### src/rtl/pc_seq.sv
// pc_seq: parametrised fetch-stage program counter with stall, buffered redirect, halt and exception entry/return.
//
// Optional feature macro: PC_SEQ_ICNT_EN (adds the icnt_o issued-fetch counter).
//
// Ports:
//   clk_i         rising-edge clock
//   rst_ni        asynchronous active-low reset
//   stall_i       fetch hold; pc must not advance
//   br_en_i       PC-relative branch taken, target pc_inc + br_imm_i
//   br_imm_i      sign-extended branch displacement
//   jr_en_i       register-indirect jump taken, target rs_i + imm_i
//   rs_i, imm_i   jump base register and sign-extended offset
//   halt_i        enter the HALTED state (left only by reset)
//   siic_i        exception request, target EXC_VEC, saves pc_inc in epc
//   rti_i         return from exception, target epc
//   pc_o          registered fetch address
//   pc_inc_o      pc_o + INC
//   fetch_valid_o pc_o is a valid fetch address this cycle
//   halted_o      block is HALTED
//   epc_o         saved exception return address
//   redir_pend_o  a redirect is buffered awaiting stall release
//   icnt_o        (PC_SEQ_ICNT_EN only) count of issued fetches
module pc_seq #(
    parameter int unsigned     AW        = 16,
    parameter int unsigned     INC       = 2,
    parameter logic [AW-1:0]   RESET_VEC = '0,
    parameter logic [AW-1:0]   EXC_VEC   = AW'(2)
) (
    input  logic          clk_i,
    input  logic          rst_ni,
    input  logic          stall_i,
    input  logic          br_en_i,
    input  logic [AW-1:0] br_imm_i,
    input  logic          jr_en_i,
    input  logic [AW-1:0] rs_i,
    input  logic [AW-1:0] imm_i,
    input  logic          halt_i,
    input  logic          siic_i,
    input  logic          rti_i,
    output logic [AW-1:0] pc_o,
    output logic [AW-1:0] pc_inc_o,
    output logic          fetch_valid_o,
    output logic          halted_o,
    output logic [AW-1:0] epc_o,
    output logic          redir_pend_o
`ifdef PC_SEQ_ICNT_EN
    ,
    output logic [31:0]   icnt_o
`endif
);
    typedef enum logic [1:0] {BOOT, RUN, HALTED} state_e;
    state_e        state_q, state_d;
    logic [AW-1:0] pc_q, pc_d, epc_q, epc_d, pend_addr_q, pend_addr_d;
    logic          pend_q, pend_d;
    logic [AW-1:0] pc_inc, tgt;
    logic          take_halt, redir;
    assign pc_inc = pc_q + AW'(INC);
    // halt sits between rti and jr in priority, so it masks only jr/br
    assign take_halt = halt_i & ~siic_i & ~rti_i;
    assign redir     = siic_i | rti_i | (~halt_i & (jr_en_i | br_en_i));
    assign tgt = siic_i  ? EXC_VEC :
                 rti_i   ? epc_q :
                 jr_en_i ? rs_i + imm_i :
                           pc_inc + br_imm_i;
    always_comb begin
        state_d     = state_q;
        pc_d        = pc_q;
        epc_d       = epc_q;
        pend_d      = pend_q;
        pend_addr_d = pend_addr_q;
        case (state_q)
            BOOT: state_d = RUN;
            RUN: begin
                epc_d = siic_i ? pc_inc : epc_q;
                if (take_halt) begin
                    state_d = HALTED;
                    pend_d  = 1'b0;
                end else if (stall_i) begin
                    // youngest redirect during a stall overwrites the buffer
                    pend_d      = pend_q | redir;
                    pend_addr_d = redir ? tgt : pend_addr_q;
                end else begin
                    pc_d   = redir ? tgt : pend_q ? pend_addr_q : pc_inc;
                    pend_d = 1'b0;
                end
            end
            default: state_d = HALTED;
        endcase
    end
    always_ff @(posedge clk_i or negedge rst_ni) begin
        if (!rst_ni) begin
            state_q     <= BOOT;
            pc_q        <= RESET_VEC;
            epc_q       <= '0;
            pend_q      <= 1'b0;
            pend_addr_q <= '0;
        end else begin
            state_q     <= state_d;
            pc_q        <= pc_d;
            epc_q       <= epc_d;
            pend_q      <= pend_d;
            pend_addr_q <= pend_addr_d;
        end
    end
    assign pc_o          = pc_q;
    assign pc_inc_o      = pc_inc;
    assign fetch_valid_o = state_q == RUN;
    assign halted_o      = state_q == HALTED;
    assign epc_o         = epc_q;
    assign redir_pend_o  = pend_q;
`ifdef PC_SEQ_ICNT_EN
    logic [31:0] icnt_q, icnt_d;
    // one fetch is issued on each running, unstalled, non-halting edge
    assign icnt_d = (state_q == RUN && !stall_i && !halt_i) ? icnt_q + 32'd1 : icnt_q;
    always_ff @(posedge clk_i or negedge rst_ni) begin
        if (!rst_ni) icnt_q <= '0;
        else         icnt_q <= icnt_d;
    end
    assign icnt_o = icnt_q;
`endif
endmodule

### config.mk
export PLATFORM = sky130hd
export DESIGN_NAME = pc_seq
export DESIGN_NICKNAME = d
export VERILOG_FILES = /design/src/rtl/pc_seq.sv
export SDC_FILE = /design/constraint.sdc
export NUM_CORES = 1
export LEC_CHECK = 0
export ABC_CLOCK_PERIOD_IN_PS = 3900
export BUFFER_PORTS_ARGS = -buffer_cell sky130_fd_sc_hd__buf_2
export CAP_MARGIN = 10
export CORE_AREA = 4 4 118 92
export CTS_CLUSTER_SIZE = 10
export DETAILED_ROUTE_END_ITERATION = 10
export DIE_AREA = 0 0 122 96
export GPL_ROUTABILITY_DRIVEN = 1
export MAX_ROUTING_LAYER = met4
export PLACE_DENSITY = 0.78
export SYNTH_ARGS = -nofsm -noshare
export SYNTH_HDL_FRONTEND = slang
export SYNTH_SLANG_ARGS = --single-unit
### constraint.sdc
create_clock -name clk_i -period 3.9 [get_ports clk_i]
set_input_delay 0.78 -clock clk_i [delete_from_list [all_inputs] [get_ports clk_i]]
set_output_delay 0.78 -clock clk_i [all_outputs]
set_load 0.03 [all_outputs]
==> impl_metrics.json <==
{
  "drive_gt1_share_pct": 22.54,
  "post-route-min-period_ns": 3.661,
  "io_pins": 107,
  "cts_buffer_depth": 2,
  "synth_top_area_cell": "dfrtp_1",
  "skew_ns": 0.003520,
  "timing.fmax_mhz": 273.1,
  "synth_fp_nets": 612,
  "grt_pass1_wl_mm": 22.25,
  "synth_flop_cell": "dfrtp_1",
  "total_power_mw": 3.971,
  "avgRoutedWirePerCell_um": 18.39,
  "fp.dieArea_um2": 11710,
  "avgSynthCellArea_um2": 8.282,
  "cap_viol_max_count": 0,
  "root_buffer": "clkbuf_16",
  "place_area_um2": 4986,
  "synth_edf_count": 0,
  "grt_max_degree": 32,
  "fillers": 932,
  "worstPathMaxFanout": 9,
  "insertion_delay_ns": 0.29,
  "whs_ns": 0.4556,
  "wl_met2_mm": 6.269,
  "yosysSeqAreaShare_pct": 29.63,
  "dr_total_vias": 4470,
  "hpwlAfterDp_mm": 11.12,
  "dp_worst_setup_slack_ns": 0.3089,
  "ff_latch_area_um2": 1276,
  "tightest_slew_ns": 0.9209,
  "multi_input_area_um2": 2864,
  "worstSetupPathType": "reg -> reg",
  "cp.arrival_ns": 3.83,
  "max-vdd-ir-drop_uv": 514.8,
  "cp-end-kind": "flip-flop",
  "crit_required_ns": 4.07,
  "core_area_um2": 9580,
  "grt.overflow.total": 0,
  "ctsHoldBuffers": 0,
  "vias_per_cell": 5.936,
  "final_common_cell": "buf_2",
  "cts.clk_slew.worst_paths_ns": 0.07,
  "finalSetupTns_ns": 0,
  "wl_met3_mm": 1.168,
  "min_period_over_period_pct": 93.88,
  "synth_top_cell_area_share_pct": 29.63,
  "fin_ws_ns": 0.2386,
  "initial_core_util_pct": 44.95,
  "synthArstFlopShare_pct": 100.0,
  "antenna_found_initial": 0,
  "setup_viol": 0,
  "drt-total-wl_mm": 13.85,
  "ys_types": 60,
  "gp_congestion": 1.014,
  "ys_warn_count": 0,
  "hp-class": "in -> async",
  "top_layer_used": "met4",
  "leakagePower_nw": 2.491,
  "die_h_um": 96,
  "grt_pass1_vias": 4443,
  "dr.pass1.iters": 5,
  "fp.dieW_um": 122,
  "rrSetupSlack_ns": 0.24,
  "ant_nets": 0,
  "cts_sinks": 51,
  "port_buffers": 106,
  "layout_common_cells": "buf_2 (106), nand2_1 (57), dfrtp_1 (51), o21ai_0 (47), nor2_1 (35)",
  "diodes": 0,
  "rsz0062_at_grt": "no",
  "syn_area_um2": 4307,
  "ys_ff_latch": 51,
  "relSlewSlack_pct": 38.46,
  "status": "completed",
  "syn2layout_area_growth_pct": 19.49,
  "wl_met1_mm": 6.178,
  "drc": 0,
  "fp-row-count": 31,
  "maxSlewViolCount": 0,
  "yosys-top-cells-area": "dfrtp_1 (30%), ha_1 (9.9%), o21ai_0 (5.5%)",
  "dr.first_iter.drc_count": 413,
  "post_cts_buffers": 0,
  "syn_inst": 520,
  "cts.htree.levels": 2,
  "p_per_area_nw_per_um2": 771.7,
  "cts_buffers": 5,
  "fin_nets": 712,
  "grt_use_total_pct": 24.77,
  "hold_viol": 0,
  "cp-start-kind": "flip-flop",
  "cts_tree": "built",
  "finalInstanceArea_um2": 5146,
  "post_cts_resized": 0
}
## synth_stat cells (2+ instances only)
master and n:
nor2_1 35, o31ai_1 6, o41ai_1 3, and2_1 3
nor4_1 4, nand3_1 12, or2_2 2, nand2b_1 7
buf_1 2, clkbuf_1 17, o211ai_1 8, a211oi_1 9
a221o_1 2, o21a_1 8, mux2_2 9, nand2_1 57
or3_1 4, o21ai_1 14, ha_1 34, inv_1 22
o21ai_0 47, a31oi_1 7, xor2_1 13, fa_1 2
nor3_1 10, o21bai_1 2, xnor2_1 24, o2111ai_1 2
a22oi_1 6, nand4_1 6, nor2b_1 4, dfrtp_1 51
a21boi_1 3, a22o_1 2, o22ai_1 3, o221ai_1 3
a211o_1 4, o22a_1 2, a21oi_1 33, a21o_1 14
mux2i_1 5
## sequential cells by signal, summed over array words and instances, names as in the netlist
signal        cells
epc_o            16
pc_o             16
pend_addr_q      16
state_q           2
redir_pend_o      1
## logic make-up (layout without fill, tap and decap cells)
group	after synthesis	in the layout	share of synthesized area, %
AO/OA/AOI/OAI	188	188	28.18
AND/OR/NAND/NOR	148	148	16.04
flip-flops	51	51	29.63
buffers and inverters	45	146	4.038
XOR/XNOR	37	37	7.525
adder cells (fa/ha/maj)	36	36	10.81
multiplexers	15	15	3.777
## per-layer routing
metal / vias to the layer above / GRT usage [%]
met2: 220 / 39.11
met4: 0 / 5.504
met5: - / -
li1: 2116 / -
met3: 25 / 4.935
met1: 2109 / 33.25
## layout make-up
| cell class | instances | area share, % |
|---|---|---|
| multi-input combinational | 424 | 55.65 |
| sequential | 51 | 24.80 |
| timing repair buffer | 114 | 11.48 |
| tap | 132 | 3.209 |
| clock buffer | 7 | 2.966 |
| inverter | 24 | 1.751 |
| clock inverter | 1 | 0.1459 |
## critical path, cell delays in order, from the launching register on
cell	delay, ns
dfrtp_1	0.51
nand3_1	0.28
nor3_1	0.42
nand3_1	0.18
xnor2_2	0.25
ha_1	0.33
a21o_1	0.20
a2111o_1	0.45
a2111oi_2	0.34
nor3_1	0.11
xnor2_1	0.14
o211ai_1	0.22
o21ai_1	0.12
## through the flow
step | utilization, % | cells
final | 53.72 | 753
after global routing | 53.72 | 753
after CTS | 53.72 | 753
after detailed placement | 52.04 | 745
after global placement | 52.04 | 745
after floorplan | - | 520
## path summary, 6_finish.rpt
| path | from | end | cells past startpoint |
|---|---|---|---|
| max | pc_o[3] | pend_addr_q[15] | 12 |
| min | rst_ni | pc_o[12] | 1 |
| max reg2reg | pc_o[3] | pend_addr_q[15] | 12 |
| min reg2reg | pend_addr_q[10] | pend_addr_q[10] | 2 |
| max in group asynchronous | rst_ni | pend_addr_q[3] | 2 |
| min in group clk_i | pend_addr_q[10] | pend_addr_q[10] | 2 |
## where the power goes
| part | total [mW] | switching [mW] | leakage (nW) | internal [mW] |
|---|---|---|---|---|
| logic | 2.48 | 1.61 | 1.76 | 0.872 |
| registers | 1.02 | 0.257 | 0.654 | 0.765 |
| clock network | 0.473 | 0.199 | 0.0761 | 0.273 |
| total | 3.97 | 2.06 | 2.49 | 1.91 |
No activity file was read; power rests on OpenSTA's default activity.
